**src/rtl/scarv_cop_wb.sv**
```systemverilog
// scarv_cop_wb: COP writeback stage; queues unit results and drains them onto the single CPR write port.
// Optional same-cycle bypass of an idle stage is enabled by defining SCARV_COP_WB_BYPASS_EN.
module scarv_cop_wb #(
    parameter int FIFO_DEPTH = 2
) (
    input  logic        g_clk,
    input  logic        g_reset,
    output logic        g_clk_req,
    input  logic        cprs_init,
    input  logic        res_valid,
    output logic        res_ready,
    input  logic [3:0]  res_rd,
    input  logic [3:0]  res_wen,
    input  logic        res_wide,
    input  logic [63:0] res_data,
    output logic [3:0]  crd_wen,
    output logic [3:0]  crd_addr,
    output logic [31:0] crd_wdata,
    output logic [15:0] pend_mask,
    output logic        wb_idle
);
    localparam int PW = $clog2(FIFO_DEPTH);
    localparam int CW = PW + 1;

    typedef enum logic {IDLE, HI} state_t;

    state_t                state_q, state_d;
    logic [PW-1:0]         rd_ptr_q, wr_ptr_q;
    logic [CW-1:0]         count_q;
    logic [FIFO_DEPTH-1:0] vld_q;
    logic [FIFO_DEPTH-1:0] mem_wide;
    logic [3:0]            mem_rd   [FIFO_DEPTH];
    logic [3:0]            mem_wen  [FIFO_DEPTH];
    logic [63:0]           mem_data [FIFO_DEPTH];
    logic                  empty, full, pop, push, bypass;
    logic [3:0]            h_rd, h_wen;
    logic                  h_wide;
    logic [63:0]           h_data;

    assign empty     = count_q == '0;
    assign full      = count_q == CW'(FIFO_DEPTH);
    assign h_rd      = mem_rd[rd_ptr_q];
    assign h_wen     = mem_wen[rd_ptr_q];
    assign h_wide    = mem_wide[rd_ptr_q];
    assign h_data    = mem_data[rd_ptr_q];
    assign wb_idle   = empty && state_q == IDLE;
    assign g_clk_req = res_valid || !wb_idle;

`ifdef SCARV_COP_WB_BYPASS_EN
    assign bypass    = wb_idle && !cprs_init && res_valid;
    assign res_ready = !cprs_init && (!full || pop);
    assign push      = res_valid && res_ready && !(bypass && !res_wide);
`else
    assign bypass    = 1'b0;
    assign res_ready = !cprs_init && !full;
    assign push      = res_valid && res_ready;
`endif

    // Drain the head entry (or a bypassed result) onto the write port; wide heads take two cycles.
    always_comb begin
        state_d   = state_q;
        pop       = 1'b0;
        crd_wen   = '0;
        crd_addr  = '0;
        crd_wdata = '0;
        if (cprs_init) begin
            state_d = IDLE;
        end else if (state_q == HI) begin
            crd_wen   = h_wen;
            crd_addr  = {h_rd[3:1], 1'b1};
            crd_wdata = h_data[63:32];
            pop       = 1'b1;
            state_d   = IDLE;
        end else if (!empty) begin
            crd_wen   = h_wen;
            crd_addr  = h_wide ? {h_rd[3:1], 1'b0} : h_rd;
            crd_wdata = h_data[31:0];
            pop       = !h_wide;
            state_d   = h_wide ? HI : IDLE;
        end else if (bypass) begin
            crd_wen   = res_wen;
            crd_addr  = res_wide ? {res_rd[3:1], 1'b0} : res_rd;
            crd_wdata = res_data[31:0];
            state_d   = res_wide ? HI : IDLE;
        end
    end

    // Union of queued destinations; a head already in HI has written its low register.
    always_comb begin
        pend_mask = '0;
        for (int i = 0; i < FIFO_DEPTH; i++) begin
            if (vld_q[i] && mem_wen[i] != '0) begin
                pend_mask = pend_mask | (mem_wide[i]
                    ? (((state_q == HI && PW'(i) == rd_ptr_q) ? 16'd2 : 16'd3) << {mem_rd[i][3:1], 1'b0})
                    : (16'd1 << mem_rd[i]));
            end
        end
    end

    // Pointer, occupancy and FSM state; cprs_init flushes the queue like reset.
    always_ff @(posedge g_clk) begin
        if (g_reset || cprs_init) begin
            state_q  <= IDLE;
            rd_ptr_q <= '0;
            wr_ptr_q <= '0;
            count_q  <= '0;
            vld_q    <= '0;
        end else begin
            state_q <= state_d;
            count_q <= count_q + CW'(push) - CW'(pop);
            if (pop) begin
                rd_ptr_q        <= rd_ptr_q + PW'(1);
                vld_q[rd_ptr_q] <= 1'b0;
            end
            if (push) begin
                wr_ptr_q        <= wr_ptr_q + PW'(1);
                vld_q[wr_ptr_q] <= 1'b1;
            end
        end
    end

    // Entry payload storage; slot validity is tracked separately so no reset is needed here.
    always_ff @(posedge g_clk) begin
        if (push) begin
            mem_rd[wr_ptr_q]   <= res_rd;
            mem_wen[wr_ptr_q]  <= res_wen;
            mem_wide[wr_ptr_q] <= res_wide;
            mem_data[wr_ptr_q] <= res_data;
        end
    end
endmodule
```
**config.mk**
```make
export PLATFORM = sky130hd
export DESIGN_NAME = scarv_cop_wb
export DESIGN_NICKNAME = d
export VERILOG_FILES = /design/src/rtl/scarv_cop_wb.sv
export SDC_FILE = /design/constraint.sdc
export NUM_CORES = 1
export LEC_CHECK = 0
export ABC_AREA = 1
export CAP_MARGIN = 25
export CORE_MARGIN = 2
export CORE_UTILIZATION = 55
export CTS_CLUSTER_DIAMETER = 50
export CTS_CLUSTER_SIZE = 28
export DETAILED_ROUTE_END_ITERATION = 10
export PLACE_DENSITY = 0.85
export SLEW_MARGIN = 20
export SYNTH_ARGS = -nofsm -noshare
export SYNTH_HDL_FRONTEND = slang
export SYNTH_SLANG_ARGS = --single-unit
```
**constraint.sdc**
```tcl
create_clock -name g_clk -period 9.7 [get_ports g_clk]
set_clock_uncertainty 0.05 [all_clocks]
set_input_delay 1.94 -clock g_clk [delete_from_list [all_inputs] [get_ports g_clk]]
set_output_delay 1.94 -clock g_clk [all_outputs]
set_load 0.02 [all_outputs]
```
==> results of run 1 <==
-- worst paths after layout --
| path | startpoint | to | slack [ns] | depth (start not counted) |
|---|---|---|---|---|
| min reg2reg | wr_ptr_q | wr_ptr_q | 0.42 | 2 |
| max | cprs_init | crd_addr[2] | 3.87 | 6 |
| max reg2reg | count_q[0] | mem_data[0][17] | 7.14 | 7 |
| min | wr_ptr_q | wr_ptr_q | 0.42 | 2 |
-- state kept, by name, indices dropped and copies added, names as in the netlist, named ones only --
register  flops
mem_rd        8
mem_wide      2
count_q       2
vld_q         2
mem_wen       8
state_q       1
rd_ptr_q      1
wr_ptr_q      1
mem_data    128
-- logic make-up after synthesis --
family	share of synthesized area, %
adder cells (fa/ha/maj)	0.195
buffers and inverters	3.80
AND/OR/NAND/NOR	17.5
XOR/XNOR	0.136
flip-flops	70.7
AO/OA/AOI/OAI	7.73
-- where the power goes --
| part | switching, uW | internal (uW) | total, uW | leakage [uW] |
|---|---|---|---|---|
| clock | 265 | 384 | 648 | 0.000293 |
| sequential | 5.35 | 748 | 753 | 0.00141 |
| combinational | 48.2 | 44.4 | 92.6 | 0.00133 |
-- critical path: cells and delay by family --
| family | cells | cell delay, ns |
|---|---|---|
| buffers and inverters | 4 | 1.47 |
| AOI/OAI and AO/OA | 2 | 0.41 |
-- layer usage --
metal | wire length [um] | part of all wire [%] | global-route usage, % | vias to the layer above
met5 | 0 | 0 | 0 | -
met4 | 364 | 2.5 | 11.4 | 0
met3 | 1020 | 7.1 | 5.99 | 37
met2 | 7470 | 52 | 40.3 | 213
met1 | 5570 | 39 | 28.2 | 2253
li1 | - | - | - | 2286
-- synthesized netlist by cell type --
cell / count
nand2_1: 181
edfxtp_1: 146
nor2_1: 92
o21ai_0: 48
a21oi_1: 45
inv_1: 23
buf_2: 12
nand3_1: 10
buf_4: 8
dfxtp_1: 8
clkbuf_1: 5
nor3_1: 5
inv_2: 2
a211oi_1: 1
a21boi_0: 1
a21oi_4: 1
buf_6: 1
ha_1: 1
nor2_2: 1
nor3_2: 1
or2_2: 1
xnor2_1: 1
-- per-stage QoR --
step / power, uW / hold slack, ns / cell area (sq um) / instances / util, %
3_3_place_gp: 854 / 0.404 / 7860 / 851 / 68.8
6_report: 1490 / 0.422 / 8460 / 884 / 74.1
4_1_cts: 1500 / 0.422 / 8440 / 883 / 73.9
2_1_floorplan: 804 / 0.385 / 6430 / 594 / -
3_5_place_dp: 859 / 0.414 / 7860 / 851 / 68.8
5_1_grt: 1540 / 0.460 / 8460 / 884 / 74.1
-- final cells by class --
| cell class | instances | area (sq um) |
|---|---|---|
| Clock buffer | 17 | 425 |
| Clock inverter | 15 | 160 |
| Fill cell | 758 | 2960 |
| Inverter | 25 | 93.8 |
| Multi-Input combinational cell | 389 | 1650 |
| Sequential cell | 154 | 4550 |
| Tap cell | 143 | 179 |
| Timing Repair Buffer | 141 | 1410 |
==> results.ini, run 1 <==
[status]
status = finished clean

[yosys]
synth_top_cell_area_share_pct = 68.2
synth-seq-cells = 154
avgSynthCellArea_sq_um = 10.8
syn_area_sq_um = 6430
ys_seq_area_share_pct = 70.7
synth_warnings = 0
synthCells = 594
synth_fp_nets = 672
synth_area_leaders = edfxtp_1, nand2_1, nor2_1
yosysTopAreaCell = edfxtp_1
synthDistinctLibCells = 22

[clock_network]
clkSlewWorstSetupHoldPaths_ns = 0.06
post_cts_resized = 0
cts_buffers = 17
cts_htree_levels = 4
cts-root-buf = clkbuf_16
cts_buffer_depth = 2
ctsHoldBuffers = 0
cts_tree = yes
cts_sinks = 154
cts_setup_buffers = 0
clkLatencyLatePin_ns = 0.41

[detailed_routing]
drt-initial-drc-count = 421
drc = 0
wl_um = 14400
num_vias = 4789
first_pass_iters = 5
antenna_left = 0
drt-wirelength-per-cell_um = 16.3
viasPerCell = 5.42

[power]
ir_worst_vdd_mv = 0.122
power_leakage_uw = 0.00303
p_per_area_nw_per_um2 = 177

[place]
dp_hpwl_um = 9100
gp_congestion = 0.847
dpl_worst_slack_ns = 3.87
io_buffers = 135

[die]
rows = 39
core_sq_um = 11400
die_area_sq_um = 12600
die_w_um = 112
die_h_um = 112
num_io_pins = 136
initial_core_util_pct = 56.3

[sta]
grt_setup_unrepaired = false
layout_setup_ws_ns = 3.87
hold_viol = 0
finalSetupViolations = 0
slew_headroom_pct = 33.5
setup_tns_ns = 0
fin_crit_sh_pct = 60.1
period_needed_ns = 5.83
tightestPinTransition_ns = 0.997
drv_slew = 0
max_freq_mhz = 172

[global_routing]
antenna_found_initial = 0
grt_pass1_vias = 4917
gr-total-overflow = 0
track_usage_pct = 23.6
grt_max_degree = 77
grt_pass1_wl_um = 23100

[min_path]
hold_class = flip-flop to flip-flop

[setup_path]
cpMostUsedCell = clkdlybuf4s50_1
slowest_delay_ns = 0.64
start_kind = input pin
cp_data_arrival_time_ns = 3.84
critical_path_class = input pin to primary output
end_kind = primary output
crit_chain = clkdlybuf4s50_1 -> buf_4 -> a21oi_4 -> inv_1 -> a211oi_1 -> clkdlybuf4s50_1
worst_path_max_delay_cell = clkdlybuf4s50_1
crit_fanout = 35
cp.required_ns = 7.71

[finish]
layout_common_cells = nand2_1, edfxtp_1, clkdlybuf4s50_1
layout.nets = 806
drive_above_1_share_pct = 6.21
diodes = 0
final_common_cell = nand2_1
area_delta_synth_final_pct = 31.6

[flow_run]
drv_cap = 0

No activity file was read; power rests on OpenSTA's default activity.
==> run 2, diff against run 1 <==
CORE_UTILIZATION = 51   (was 55)
PLACE_DENSITY = 0.8   (was 0.85)
clock period = 5.9 ns   (was 9.7 ns; I/O delays follow)
==> results.ini, run 2 (synthesis results as in run 1) <==
[sta]
period_needed_ns = 4.11
setup_tns_ns = 0
drv_slew = 0
tightestPinTransition_ns = 0.862
grt_setup_unrepaired = false
slew_headroom_pct = 42.5
layout_setup_ws_ns = 1.79
max_freq_mhz = 244
hold_viol = 0
fin_crit_sh_pct = 69.6
finalSetupViolations = 0
fin_hold_ws_ns = 0.427

[setup_path]
crit_fanout = 19
cp.required_ns = 4.67
critical_path_class = flip-flop to primary output
end_kind = primary output
start_kind = flip-flop
cp_data_arrival_time_ns = 2.88

[detailed_routing]
drc = 0
first_pass_iters = 5
viasPerCell = 5.22
drt-wirelength-per-cell_um = 15.8
wl_um = 14500
drt-initial-drc-count = 457
antenna_left = 0
num_vias = 4767

[die]
core_sq_um = 12500
num_io_pins = 136
die_area_sq_um = 13500
initial_core_util_pct = 51.6
die_w_um = 116
die_h_um = 116
rows = 41

[place]
io_buffers = 135
placed_cells = 882
dpl_worst_slack_ns = 1.84
gp_congestion = 0.992
dp_hpwl_um = 9230

[min_path]
hold_class = flip-flop to flip-flop

[power]
p_per_area_nw_per_um2 = 289
ir_worst_vdd_mv = 0.158
power_leakage_uw = 0.00303

[clock_network]
cts_buffer_depth = 2
clkLatencyLatePin_ns = 0.40
cts_htree_levels = 4
ctsHoldBuffers = 0
cts_tree = yes
cts_setup_buffers = 0
post_cts_resized = 0
clkSlewWorstSetupHoldPaths_ns = 0.06
cts_buffers = 17
cts_sinks = 154
cts-root-buf = clkbuf_16

[global_routing]
track_usage_pct = 21.6
grt_max_degree = 77
gr-total-overflow = 0
antenna_found_initial = 0
grt_pass1_vias = 4698
grt_pass1_wl_um = 22300

[finish]
stdcell_count = 914
drive_above_1_share_pct = 6.20
fillCellCount = 900
final_common_cell = nand2_1
layout_common_cells = nand2_1, edfxtp_1, clkdlybuf4s50_1
largest_register_ffs = 128
reg_top3 = mem_data x128, mem_rd x8, mem_wen x8
area_delta_synth_final_pct = 32.4
layout.nets = 807
regMostFlops = mem_data
diodes = 0

[status]
status = finished clean

[flow_run]
drv_cap = 0

run 2: cell count changes in the layout (fill, tap and decap cells not counted), sizes merged:
| cell | previous run | this run |
|---|---|---|
| clkinv | 5 | 7 |
| bufinv | 2 | 3 |
| inv | 33 | 26 |
| clkbuf | 17 | 19 |
| buf | 6 | 8 |
| clkinvlp | 0 | 2 |
| clkdlybuf4s50 | 135 | 134 |
run 2: path summary, 6_finish.rpt:
kind | slack (ns) | start | cells past startpoint | endpoint
setup / recovery | 1.79 | count_q[1] | 6 | crd_wdata[12]
setup reg to reg | 3.62 | count_q[0] | 5 | mem_data[1][44]
hold / removal | 0.43 | vld_q[1] | 2 | vld_q[1]
hold reg to reg | 0.43 | vld_q[1] | 2 | vld_q[1]
run 2: report_power, final:
group	switching, uW	leakage [uW]	internal, uW
Clock	407	0.000284	661
Sequential	8.32	0.00141	1230
Combinational	80.0	0.00134	74.2
Total	495	0.00303	1960
run 2: routing by layer:
| layer | global-route usage (%) | up-vias | share of wire, % | wire (um) |
|---|---|---|---|---|
| li1 | - | 2291 | - | - |
| met1 | 26.9 | 2232 | 40 | 5850 |
| met2 | 36.6 | 214 | 50 | 7270 |
| met3 | 5.60 | 30 | 7.2 | 1050 |
| met4 | 8.33 | 0 | 2.1 | 305 |
| met5 | 0 | - | 0 | 0 |
run 2: stage by stage:
step / total power [uW] / utilization [%] / area (sq um)
2_1_floorplan: 1320 / - / 6430
3_3_place_gp: 1400 / 63.3 / 7890
3_5_place_dp: 1410 / 63.6 / 7930
4_1_cts: 2480 / 68.3 / 8510
5_1_grt: 2540 / 68.3 / 8510
6_report: 2460 / 68.3 / 8510
run 2: final cells by class:
type	count	area (sq um)	area share [%]
clock inverter	13	151	1.78
multi-input combinational	389	1650	19.4
tap	172	215	2.53
timing repair buffer	142	1420	16.7
inverter	25	93.8	1.10
sequential	154	4550	53.4
clock buffer	19	433	5.09
run 2: critical path, stage by stage (launching register included):
cell	delay [ns]
dfxtp_1	0.37
nor2_1	0.13
nor2_2	0.60
buf_4	0.39
nand2_1	0.08
a21oi_1	0.24
clkdlybuf4s50_1	0.66
